`src/rtl/dt_pkg.sv`:
```
// Shared definitions for the seven-segment readback path: segment codes,
// field widths and the one-hot selector check.
package dt_pkg;

  localparam int SEG_W    = 7;
  localparam int NIBBLE_W = 4;

  // Patterns are written abcdefg, so index 0 of a [0:6] vector is segment a.
  localparam logic [0:SEG_W-1] SEG_0 = 7'b1111110;
  localparam logic [0:SEG_W-1] SEG_1 = 7'b0110000;
  localparam logic [0:SEG_W-1] SEG_2 = 7'b1101101;
  localparam logic [0:SEG_W-1] SEG_3 = 7'b1111001;
  localparam logic [0:SEG_W-1] SEG_4 = 7'b0110011;
  localparam logic [0:SEG_W-1] SEG_5 = 7'b1011011;
  localparam logic [0:SEG_W-1] SEG_6 = 7'b1011111;
  localparam logic [0:SEG_W-1] SEG_7 = 7'b1110000;
  localparam logic [0:SEG_W-1] SEG_8 = 7'b1111111;
  localparam logic [0:SEG_W-1] SEG_9 = 7'b1111011;
  localparam logic [0:SEG_W-1] SEG_A = 7'b1110111;
  localparam logic [0:SEG_W-1] SEG_B = 7'b0011111;
  localparam logic [0:SEG_W-1] SEG_C = 7'b1001110;
  localparam logic [0:SEG_W-1] SEG_D = 7'b0111101;
  localparam logic [0:SEG_W-1] SEG_E = 7'b1001111;
  localparam logic [0:SEG_W-1] SEG_F = 7'b1000111;

  function automatic logic is_onehot(input logic [7:0] v);
    return (v != 8'd0) && ((v & (v - 8'd1)) == 8'd0);
  endfunction

endpackage

```
`src/rtl/dt_scan_decoder_if.sv`:
```
// Display bus as seen by the readback decoder: segment/select lines in,
// captured digits and status out.
interface dt_scan_decoder_if #(parameter int DIGITS = 8);

  logic [0:dt_pkg::SEG_W-1] seg;
  logic [DIGITS-1:0]        sel;
  logic                     clear;
  logic [4*DIGITS-1:0]      value;
  logic [DIGITS-1:0]        digit_valid;
  logic                     frame_done;
  logic                     err;
  logic [2:0]               err_digit;

  modport master (
    output seg, sel, clear,
    input  value, digit_valid, frame_done, err, err_digit
  );

  modport slave (
    input  seg, sel, clear,
    output value, digit_valid, frame_done, err, err_digit
  );

endinterface

```
`src/rtl/dt_decoder.sv`:
```
// Inverse of the hex-to-segment encoder; anything outside the table,
// including all-off, is reported as not legal.
module dt_decoder
  import dt_pkg::*;
(
  input  logic [0:SEG_W-1]    seg,
  output logic [NIBBLE_W-1:0] nibble,
  output logic                legal
);

  always_comb begin
    nibble = '0;
    legal  = 1'b1;
    case (seg)
      SEG_0:   nibble = 4'h0;
      SEG_1:   nibble = 4'h1;
      SEG_2:   nibble = 4'h2;
      SEG_3:   nibble = 4'h3;
      SEG_4:   nibble = 4'h4;
      SEG_5:   nibble = 4'h5;
      SEG_6:   nibble = 4'h6;
      SEG_7:   nibble = 4'h7;
      SEG_8:   nibble = 4'h8;
      SEG_9:   nibble = 4'h9;
      SEG_A:   nibble = 4'hA;
      SEG_B:   nibble = 4'hB;
      SEG_C:   nibble = 4'hC;
      SEG_D:   nibble = 4'hD;
      SEG_E:   nibble = 4'hE;
      SEG_F:   nibble = 4'hF;
      default: legal  = 1'b0;
    endcase
  end

endmodule

```
`src/rtl/dt_scan_decoder.sv`:
```
// Watches a multiplexed seven-segment bus, debounces each digit and decodes
// it back into hex nibbles, with frame completion and illegal-pattern flags.
module dt_scan_decoder
  import dt_pkg::*;
#(
  parameter int DIGITS        = 8,
  parameter int STABLE_CYCLES = 4
) (
  input  logic clk,
  input  logic rst_n,
  dt_scan_decoder_if.slave bus
);

  localparam int CNT_W = $clog2(STABLE_CYCLES + 1);
  localparam logic [CNT_W-1:0] CNT_MAX = CNT_W'(STABLE_CYCLES);

  logic [0:SEG_W-1]    last_seg;
  logic [DIGITS-1:0]   last_sel;
  logic [CNT_W-1:0]    cnt;
  logic [CNT_W-1:0]    cnt_next;
  logic                onehot;
  logic                same;
  logic                commit;
  logic                legal;
  logic [NIBBLE_W-1:0] nibble;
  logic [2:0]          sel_idx;

  logic [4*DIGITS-1:0] value_q;
  logic [DIGITS-1:0]   digit_valid_q;
  logic                frame_done_q;
  logic                err_q;
  logic [2:0]          err_digit_q;

  assign onehot = is_onehot(8'(bus.sel));
  assign same   = onehot && (bus.seg == last_seg) && (bus.sel == last_sel);
  // Commit only on the edge that reaches the threshold, never while saturated.
  assign commit = same && (cnt == CNT_MAX - 1'b1);

  always_comb begin
    cnt_next = '0;
    if (same)
      cnt_next = (cnt == CNT_MAX) ? cnt : cnt + 1'b1;
    else if (onehot)
      cnt_next = CNT_W'(1);
  end

  always_comb begin
    sel_idx = '0;
    for (int i = 0; i < DIGITS; i++)
      if (bus.sel[i]) sel_idx = 3'(i);
  end

  dt_decoder u_dec (
    .seg    (bus.seg),
    .nibble (nibble),
    .legal  (legal)
  );

  // Frame wrap runs before the commit so a same-edge commit bit survives.
  always_ff @(posedge clk or negedge rst_n) begin
    if (!rst_n) begin
      last_seg      <= '0;
      last_sel      <= '0;
      cnt           <= '0;
      value_q       <= '0;
      digit_valid_q <= '0;
      frame_done_q  <= 1'b0;
      err_q         <= 1'b0;
      err_digit_q   <= '0;
    end else begin
      last_seg     <= bus.seg;
      last_sel     <= bus.sel;
      cnt          <= cnt_next;
      frame_done_q <= 1'b0;
      if (bus.clear) begin
        digit_valid_q <= '0;
        err_q         <= 1'b0;
      end else begin
        if (digit_valid_q == '1) begin
          frame_done_q  <= 1'b1;
          digit_valid_q <= '0;
        end
        if (commit) begin
          if (legal) begin
            value_q[4*sel_idx +: NIBBLE_W] <= nibble;
            digit_valid_q[sel_idx]         <= 1'b1;
          end else begin
            err_q       <= 1'b1;
            err_digit_q <= sel_idx;
          end
        end
      end
    end
  end

  assign bus.value       = value_q;
  assign bus.digit_valid = digit_valid_q;
  assign bus.frame_done  = frame_done_q;
  assign bus.err         = err_q;
  assign bus.err_digit   = err_digit_q;

endmodule

```
`src/flat_wrapper.sv`:
```
// flat-port wrapper written by rule: the top's interface ports become plain ports
module dt_scan_decoder_flat import dt_pkg::*;
#(
  parameter int DIGITS        = 8,
  parameter int STABLE_CYCLES = 4
)
  (clk, rst_n, bus_seg, bus_sel, bus_clear, bus_value, bus_digit_valid, bus_frame_done, bus_err, bus_err_digit);
  dt_scan_decoder_if #(.DIGITS(DIGITS)) bus_i ();
  input  logic clk;
  input  logic rst_n;
  input wire logic [$bits(bus_i.seg)-1:0] bus_seg;
  input wire logic [$bits(bus_i.sel)-1:0] bus_sel;
  input wire logic [$bits(bus_i.clear)-1:0] bus_clear;
  output wire logic [$bits(bus_i.value)-1:0] bus_value;
  output wire logic [$bits(bus_i.digit_valid)-1:0] bus_digit_valid;
  output wire logic [$bits(bus_i.frame_done)-1:0] bus_frame_done;
  output wire logic [$bits(bus_i.err)-1:0] bus_err;
  output wire logic [$bits(bus_i.err_digit)-1:0] bus_err_digit;
  assign bus_i.seg = bus_seg;
  assign bus_i.sel = bus_sel;
  assign bus_i.clear = bus_clear;
  assign bus_value = bus_i.value;
  assign bus_digit_valid = bus_i.digit_valid;
  assign bus_frame_done = bus_i.frame_done;
  assign bus_err = bus_i.err;
  assign bus_err_digit = bus_i.err_digit;
  dt_scan_decoder #(.DIGITS(DIGITS), .STABLE_CYCLES(STABLE_CYCLES)) u_core (.clk(clk), .rst_n(rst_n), .bus(bus_i));
endmodule
```
`config.mk`:
```
export PLATFORM = sky130hd
export DESIGN_NAME = dt_scan_decoder_flat
export DESIGN_NICKNAME = d
export VERILOG_FILES = /design/src/rtl/dt_pkg.sv /design/src/rtl/dt_scan_decoder_if.sv /design/src/rtl/dt_decoder.sv /design/src/rtl/dt_scan_decoder.sv /design/src/flat_wrapper.sv
export SDC_FILE = /design/constraint.sdc
export NUM_CORES = 1
export LEC_CHECK = 0
export BUFFER_PORTS_ARGS = -buffer_cell sky130_fd_sc_hd__buf_2
export CORE_MARGIN = 2
export CORE_UTILIZATION = 40
export DETAILED_ROUTE_END_ITERATION = 10
export GPL_ROUTABILITY_DRIVEN = 0
export PLACE_DENSITY = 0.63
export SYNTH_ARGS = -nofsm -noshare
export SYNTH_HDL_FRONTEND = slang
export SYNTH_HIERARCHICAL = 1
export SYNTH_SLANG_ARGS = --single-unit
```
`constraint.sdc`:
```
create_clock -name clk -period 5.5 [get_ports clk]
set_input_delay 0.55 -clock clk [delete_from_list [all_inputs] [get_ports clk]]
set_output_delay 0.55 -clock clk [all_outputs]
set_load 0.02 [all_outputs]
```
Word level (Yosys, flattened, before mapping)

Index checks and enable logic that the tools add are counted.

Output and inout bits: 45
Register bits after elaboration: 63

Bitwise operators: 4
Reduce and logical (&&, ||, !) cells: 12
$add $sub $neg: 3
Equal/unequal tests: 23
$lt $le $gt $ge: 2
Mux-type cells: 25
Shift operators: 2

Operators by type and width:

| kind                      | number |
|---|---|
| $eq A7 B7 Y1 const B      | 12 |
| $pmux W4 S15              | 1 |
| $mux W8                   | 5 |
| $neg A5 Y34               | 1 |
| $shift A4 B34 Y32 const A | 1 |
| $shiftx A4 B34 Y32        | 1 |
| $bwmux W32                | 1 |
| $eq A7 B6 Y1 const B      | 3 |
| $mux W3                   | 6 |
| $reduce_or A16 Y1         | 1 |
| $mux W1                   | 9 |
| $and A8 B8 Y8             | 1 |
| $eq A8 B8 Y1              | 1 |
| $eq A8 B8 Y1 const B      | 1 |
| $logic_not A8 Y1          | 1 |
| $or A8 B8 Y8              | 1 |
| $reduce_bool A8 Y1        | 1 |
| $sub A8 B1 Y8 const B     | 1 |
| $eq A7 B5 Y1 const B      | 1 |
| $eq A7 B7 Y1              | 1 |
| $reduce_and A3 Y1         | 2 |
| $logic_and A1 B1 Y1       | 5 |
| $lt A3 B4 Y1 const B      | 1 |
| $mux W2                   | 2 |
| 9 further kinds           | 11 |

Longest topological paths before layout

Gate-level depths: netlist of the first run.

Word-level depth: 15
Gate-level depth with buffers: 12
Gate-level depth less buffers: 11

By module

Netlist of the first run, hierarchy kept.

Modules (own cells, without submodules):

| module          | area each (um2) | cells each | instances |
|---|---|---|---|
| dt_scan_decoder | 2942.8          | 225        | 1 |
| dt_decoder      | 374.1           | 58         | 1 |

Least setup slack after synthesis of the first run

No wires, ideal clock.

Path kind: input -> register
Start: input bus_sel[2]
End: register u_core.value_q[10], in the netlist u_core/bus.value[10]
Data arrival time: 2.565 ns
Data required time: 5.375 ns
Stages on the path: 11
Path buffers: 1
Path slack: 2.810 ns
Cells stage by stage: buf_6 and2b_1 o21ai_1 nand2_1 inv_1 ha_1 ha_1 inv_1 nor3_1 nand4_1 mux2_2

Cells in the longest elaborated chain, start to end: 9
Elaborated cells between the ends (all ways): 20
Those cells by class: 2 x add/sub; 1 x eq/ne; 2 x shift; 7 x mux; 1 x bitwise; 7 x reduce/logical

Ends and longest elaborated chain:

| item                                                           | line                  | RTL |
|---|---|---|
| start: declaration                                             | flat_wrapper.sv:12    | `input wire logic [$bits(bus_i.sel)-1:0] bus_sel;` |
| $mux W2 (2 in series)                                          | dt_scan_decoder.sv:50 | `if (bus.sel[i]) sel_idx = 3'(i);` |
| $mux W3 (4 in series)                                          | dt_scan_decoder.sv:50 |  |
| $neg A5 Y34                                                    | dt_scan_decoder.sv:85 | `value_q[4*sel_idx +: NIBBLE_W] <= nibble;` |
| $shiftx A4 B34 Y32 / $shift A4 B34 Y32 (equally long branches) | dt_scan_decoder.sv:85 |  |
| $bwmux W32                                                     | dt_scan_decoder.sv:85 |  |
| end signal: indexed assignment                                 | dt_scan_decoder.sv:85 |  |
| end: declaration                                               | dt_scan_decoder.sv:28 | `logic [4*DIGITS-1:0] value_q;` |

Several ways; a longest one is shown, not always the timed one.
A chain may end at the register's enable or synchronous reset.

Worst setup path in the final report of the first run

Start: input bus_sel[2]
End: register u_core.value_q[1], in the netlist u_core/bus.value[1]

The elaborated chain is that of the path after synthesis.

==> results.ini, run 1 <==
[timing]
skew_ns = 0.00782
slew_headroom = 0.316
setup_tns_ns = 0
rsz0062_at_grt = false
slew_viol_final = 0
fmax_ghz = 0.350
finalSetupViolCount = 0
fin_crit_ns = 2.86
finalHoldViolCount = 0
fin_crit_sh = 0.520
tightest_slew_ns = 1.02

[setup_path]
crit_path_max_incr_delay_ns = 0.40
crit_chain = buf_2, and2b_1, o21ai_1, nand2_1, inv_1, ha_1, ha_1, nor3_1, nand4_1, mux2_2
cp-startpoint = bus_sel[2]
cp_max_fo = 8
crit_slowest_cell = nor3_1
worstReg2RegEnd = u_core/bus.value[10]
crit_type = input port to flop
crit_required_ns = 5.72
path_common_cell = ha_1
critPathTopFamily = simple AND/OR/NAND/NOR gates
critPathBufInv = 2
cp_data_arrival_time_ns = 3.08
endpoint_kind = flop
worstReg2RegStart = u_core/last_seg[0]
crit_path_start_kind = input port
reg2regPathDepth = 5
rrSetupSlack_ns = 2.94

[hold_path]
hp-class = input port to async pin

[route]
first_pass_iters = 5
ant_nets = 0
initialDrtViolationCount = 137
wl_per_cell_um = 15.9
vias = 2413
drcViolationCount = 0
vias_per_cell = 5.33
route.final.wire_length_um = 7210

[clock_tree]
cts_hold_buf = 0
cts.clk_slew.worst_paths_ns = 0.07
cts_resized = 0
cts_buffer_depth = 2
numCtsBuffers = 9
tritoncts = built
cts.sinks = 63
htree_levels = 3
clk_latency_ns = 0.34
clockRootBuffer = clkbuf_8
cts_setup_buffers = 0

[run_status]
status = completed

[logic_synthesis]
synth_warnings = 6
synthTopCellsByArea = dfrtp_1, mux2_2, mux2_1, xnor2_1, nand4_4
synth_top_area_frac = 0.475
syn-cell-area_um2 = 3320
async_reset_ff_frac = 1.00
syn_area_per_cell_um2 = 11.7
synth-edff-count = 0
synth_nets = 306
synth_seq_cells = 63
seq_area_frac_synth = 0.475
synth_area_leader_cell = dfrtp_1
synthDistinctLibCells = 62
netlist_instances = 283
synth_flop_cell = dfrtp_1

[layout]
num-nets-final = 367
drive_above_1_share = 0.336
syn2layout_area_growth_pct = 17.4
final_cells = 453
final_core_util = 0.479
antennaDiodeCount = 0

[floorplan]
dieArea_um2 = 9040
fp.dieH_um = 95.1
rows = 33
io_pins = 63
start_util = 0.408
design.core.area_um2 = 8130
fp.dieW_um = 95.1

[global_route]
grt_pass1_vias = 2310
grt_usage = 0.167
overflow = 0
grt_max_degree = 64
grt_pass1_wl_um = 11600
antenna_found_initial = 0

[power_and_ir_drop]
p_per_area_nw_per_um2 = 263
leakage_nw = 1.97
irDropWorstVdd_uv = 118

[run]
max_cap_viol_count = 0

[placed_design]
place_inst = 438
portBuffers = 62
hpwl_um = 5090

==> synth_stat cells, types with 2 or more instances <==
master,count
nor2_1,10
nand3b_1,4
o21ai_1,2
o211ai_1,5
mux2_2,16
buf_2,6
nor4_2,2
xnor2_1,16
nand2_1,19
a32o_1,2
inv_1,13
mux2_1,15
o21ai_0,6
nand4_4,5
nand3_1,9
a41oi_1,2
nor3_1,9
nor4_4,2
a21oi_1,8
buf_6,6
mux2_4,3
nand4_1,12
o22ai_1,2
nor4bb_1,2
ha_1,5
dfrtp_1,63
and3_1,3
a21o_1,2
==> how the worst max path moves through the flow <==
stage / to / slack (ns) / cells past startpoint
3_5_place_dp: u_core/bus.value[7] / 2.28 / 11
6_report: u_core/bus.value[1] / 2.64 / 10
4_1_cts: u_core/bus.value[7] / 2.64 / 11
3_3_place_gp: u_core/bus.value[4] / 2.31 / 11
5_1_grt: u_core/bus.value[7] / 2.45 / 11
2_1_floorplan: u_core/bus.value[10] / 2.81 / 11
==> through the flow <==
stage / total power, mW / worst slack [ns] / cell area [µm²] / hold slack (ns)
after floorplan: 0.539 / 2.81 / 3320 / 0.254
after global placement: 0.568 / 2.31 / 3660 / 0.471
after detailed placement: 0.569 / 2.28 / 3660 / 0.475
after CTS: 1.03 / 2.64 / 3890 / 0.395
after global routing: 1.06 / 2.45 / 3890 / 0.397
final: 1.02 / 2.64 / 3890 / 0.385
==> sequential cells by signal, indices dropped and copies added (netlist names) <==
name and flops:
u_core/bus.digit_valid 8, u_core/bus.err 1, u_core/bus.err_digit 3, u_core/bus.frame_done 1, u_core/bus.value 32, u_core/cnt 3
u_core/last_seg 7, u_core/last_sel 8
==> power by group <==
part           internal [mW]  total, mW  leakage [nW]  switching [mW]
clock network          0.289      0.463         0.118           0.174
registers              0.469      0.472         0.840         0.00276
logic                 0.0280     0.0878          1.01          0.0598
total                  0.786       1.02          1.97           0.237
==> cell type report <==
type	count	area (µm²)
Fill cell	767	4240
Multi-Input combinational cell	193	1590
Sequential cell	63	1580
Timing Repair Buffer	63	318
Clock buffer	12	165
Tap cell	105	131
Clock inverter	3	65.1
Inverter	14	52.6
==> placed cells by master, fill, tap and decap left out, types with 6 or more instances in the layout <==
master | netlist | routed
dfrtp_1 | 63 | 63
buf_2 | 6 | 62
nand2_1 | 19 | 19
xnor2_1 | 16 | 16
mux2_2 | 16 | 16
mux2_1 | 15 | 15
inv_1 | 13 | 13
clkbuf_8 | 0 | 12
nand4_1 | 12 | 12
nor2_1 | 10 | 10
nor3_1 | 9 | 9
nand3_1 | 9 | 9
a21oi_1 | 8 | 8
o21ai_0 | 6 | 6
==> worst reg2reg max path: stages (launching register included) <==
cell	delay [ns]
dfrtp_1	0.37
xnor2_1	0.23
nand3_1	0.15
nor4_4	0.89
nand4_1	0.41
mux2_2	0.40
==> cells by family after synthesis <==
kind of cell / after synthesis / share of synthesized area
buffers and inverters: 27 / 0.0464
multiplexers: 35 / 0.122
XOR/XNOR: 18 / 0.0498
flip-flops: 63 / 0.475
adder cells (fa/ha/maj): 5 / 0.0189
AND/OR/NAND/NOR: 95 / 0.201
AO/OA/AOI/OAI: 40 / 0.0871
==> metal layers <==
| layer | share of wire | track usage | vias up |
|---|---|---|---|
| met5 | 0 | 0 | - |
| met4 | 0.0083 | 0.0616 | 0 |
| met3 | 0.053 | 0.0395 | 7 |
| met2 | 0.48 | 0.263 | 74 |
| met1 | 0.46 | 0.224 | 1170 |
| li1 | - | - | 1162 |
Power figures use the tool's default switching activity.
==> run 2, diff against run 1 <==
--- a/config.mk
+++ b/config.mk
@@ -10,7 +10,7 @@
 export CORE_UTILIZATION = 40
 export DETAILED_ROUTE_END_ITERATION = 10
 export GPL_ROUTABILITY_DRIVEN = 0
-export PLACE_DENSITY = 0.63
+export PLACE_DENSITY = 0.65
 export SYNTH_ARGS = -nofsm -noshare
 export SYNTH_HDL_FRONTEND = slang
 export SYNTH_HIERARCHICAL = 1
==> constraint.sdc (replaced) <==
create_clock -name clk -period 2.36 [get_ports clk]
set_input_delay 0.236 -clock clk [delete_from_list [all_inputs] [get_ports clk]]
set_output_delay 0.236 -clock clk [all_outputs]
set_load 0.02 [all_outputs]
==> run 2 against run 1 <==
Routed wire length grew 0.72%. Highest routed layer unchanged. Flip-flop and latch count unchanged. Setup slack lost 2.5 ns. Power is 120% higher. Largest power group unchanged. Global-route usage is 0.64 points higher. Non-clock buffer count increased by 44. Clock-buffer cell count did not move. Register-to-register slack worse by 2.6 ns. Clock skew is essentially flat. Cell count rose by 9.9%. Via count is 5.4% higher.
==> results.ini, run 2 (synthesized netlist as in run 1, its figures left out) <==
[floorplan]
fp.dieH_um = 95.1
start_util = 0.408
fp.dieW_um = 95.1
dieArea_um2 = 9040
io_pins = 63
rows = 33
design.core.area_um2 = 8130

[setup_path]
worstReg2RegStart = u_core/cnt[0]
crit_type = input port to flop
crit_chain = buf_2, or4b_1, o221a_1, nand4_1, nand3b_1, nor3_1, buf_4, nand4_4, mux2_1
endpoint_kind = flop
crit_required_ns = 2.58
crit_slowest_cell = or4b_1
worstReg2RegEnd = u_core/bus.value[30]
critPathBufInv = 2
cp_max_fo = 4
critPathTopFamily = simple AND/OR/NAND/NOR gates
rrSetupSlack_ns = 0.30
reg2regPathDepth = 7
crit_path_max_incr_delay_ns = 0.56
cp_data_arrival_time_ns = 2.48
crit_path_start_kind = input port

[timing]
fmax_ghz = 0.444
setup_tns_ns = 0
tightest_slew_ns = 0.696
fin_crit_sh = 0.954
fin_hold_ws_ns = 0.0514
slew_headroom = 0.534
finalHoldViolCount = 0
rsz0062_at_grt = false
fin_crit_ns = 2.25
slew_viol_final = 0
skew_ns = 0.00736
finalSetupViolCount = 0
worst_slack_ns = 0.108

[global_route]
grt_max_degree = 37
grt_pass1_wl_um = 12000
overflow = 0
antenna_found_initial = 0
grt_pass1_vias = 2512
grt_usage = 0.174

[clock_tree]
clk_latency_ns = 0.34
cts_buffer_depth = 2
cts.clk_slew.worst_paths_ns = 0.07
htree_levels = 3
tritoncts = built
clockRootBuffer = clkbuf_8
cts_resized = 0
numCtsBuffers = 9
cts.sinks = 63

[placed_design]
hpwl_um = 5610
dp_slack_ns = -0.215
portBuffers = 62
place_inst = 481

[power_and_ir_drop]
irDropWorstVdd_uv = 206
leakage_nw = 2.17
power_mw = 2.25
p_per_area_nw_per_um2 = 534

[hold_path]
hp-start = bus_sel[2]
hp-class = input port to flop
whs_endpoint = u_core/last_sel[2]
holdPathStages = 1

[route]
ant_nets = 0
initialDrtViolationCount = 127
route.final.wire_length_um = 7270
first_pass_iters = 4
wl_per_cell_um = 14.6
vias_per_cell = 5.11
drcViolationCount = 0
vias = 2544

[layout]
final_cells = 498
num-nets-final = 411
final_common_cell = dfrtp_1
drive_above_1_share = 0.412
syn2layout_area_growth_pct = 27.3
largest_reg_flops = 32
antennaDiodeCount = 0
final_cell_mix = dfrtp_1, buf_2, buf_4

[run]
max_cap_viol_count = 0

[run_status]
status = completed

## run 2: cell count changes in the layout (fill, tap and decap cells not counted), sizes merged
cell,delta
buf,+43
clkinv,+2
bufinv,-1
dlygate4sd3,+1
## run 2: worst max path at each step
| stage | startpoint | end | slack, ns | cells past startpoint |
|---|---|---|---|---|
| finish | bus_seg[6] | u_core/bus.value[30] | 0.11 | 9 |
| global route | bus_seg[6] | u_core/bus.value[14] | 0.02 | 8 |
| CTS | bus_seg[6] | u_core/bus.value[30] | 0.15 | 9 |
| detailed placement | bus_seg[6] | u_core/bus.value[14] | -0.22 | 8 |
| global placement | bus_seg[6] | u_core/bus.value[19] | -0.14 | 9 |
| floorplan | bus_sel[2] | u_core/bus.value[0] | 0.0005 | 10 |
## run 2: routing by layer
| metal | up-vias | part of all wire | GRT usage | wire (µm) |
|---|---|---|---|---|
| met4 | 0 | 0.023 | 0.0664 | 165 |
| met2 | 56 | 0.49 | 0.279 | 3580 |
| met3 | 16 | 0.048 | 0.0514 | 346 |
| met5 | - | 0 | 0 | 0 |
| li1 | 1246 | - | - | - |
| met1 | 1226 | 0.44 | 0.221 | 3170 |
## run 2: repair_timing
item,4_1_cts,5_1_grt
hold buffers,1,0
endpoints found under the hold margin,27,0
setup buffers,0,0
## run 2: report_power, final
group / switching (mW) / internal (mW)
Clock: 0.389 / 0.511
Sequential: 0.00635 / 1.09
Combinational: 0.149 / 0.104
Total: 0.544 / 1.71
## run 2: stage by stage
step | cell area [µm²] | util
3_3_place_gp | 4020 | 0.495
6_report | 4220 | 0.519
3_5_place_dp | 4020 | 0.495
4_1_cts | 4220 | 0.519
5_1_grt | 4220 | 0.519
2_1_floorplan | 3340 | -
## run 2: final cells by class
cell class,instances,area [µm²]
clock buffers,12,145
clock inverters,4,45.0
fillers,722,3910
inverters,14,52.6
multi-input cells,193,1610
flip-flops and latches,63,1580
well taps,105,131
repair buffers,107,663
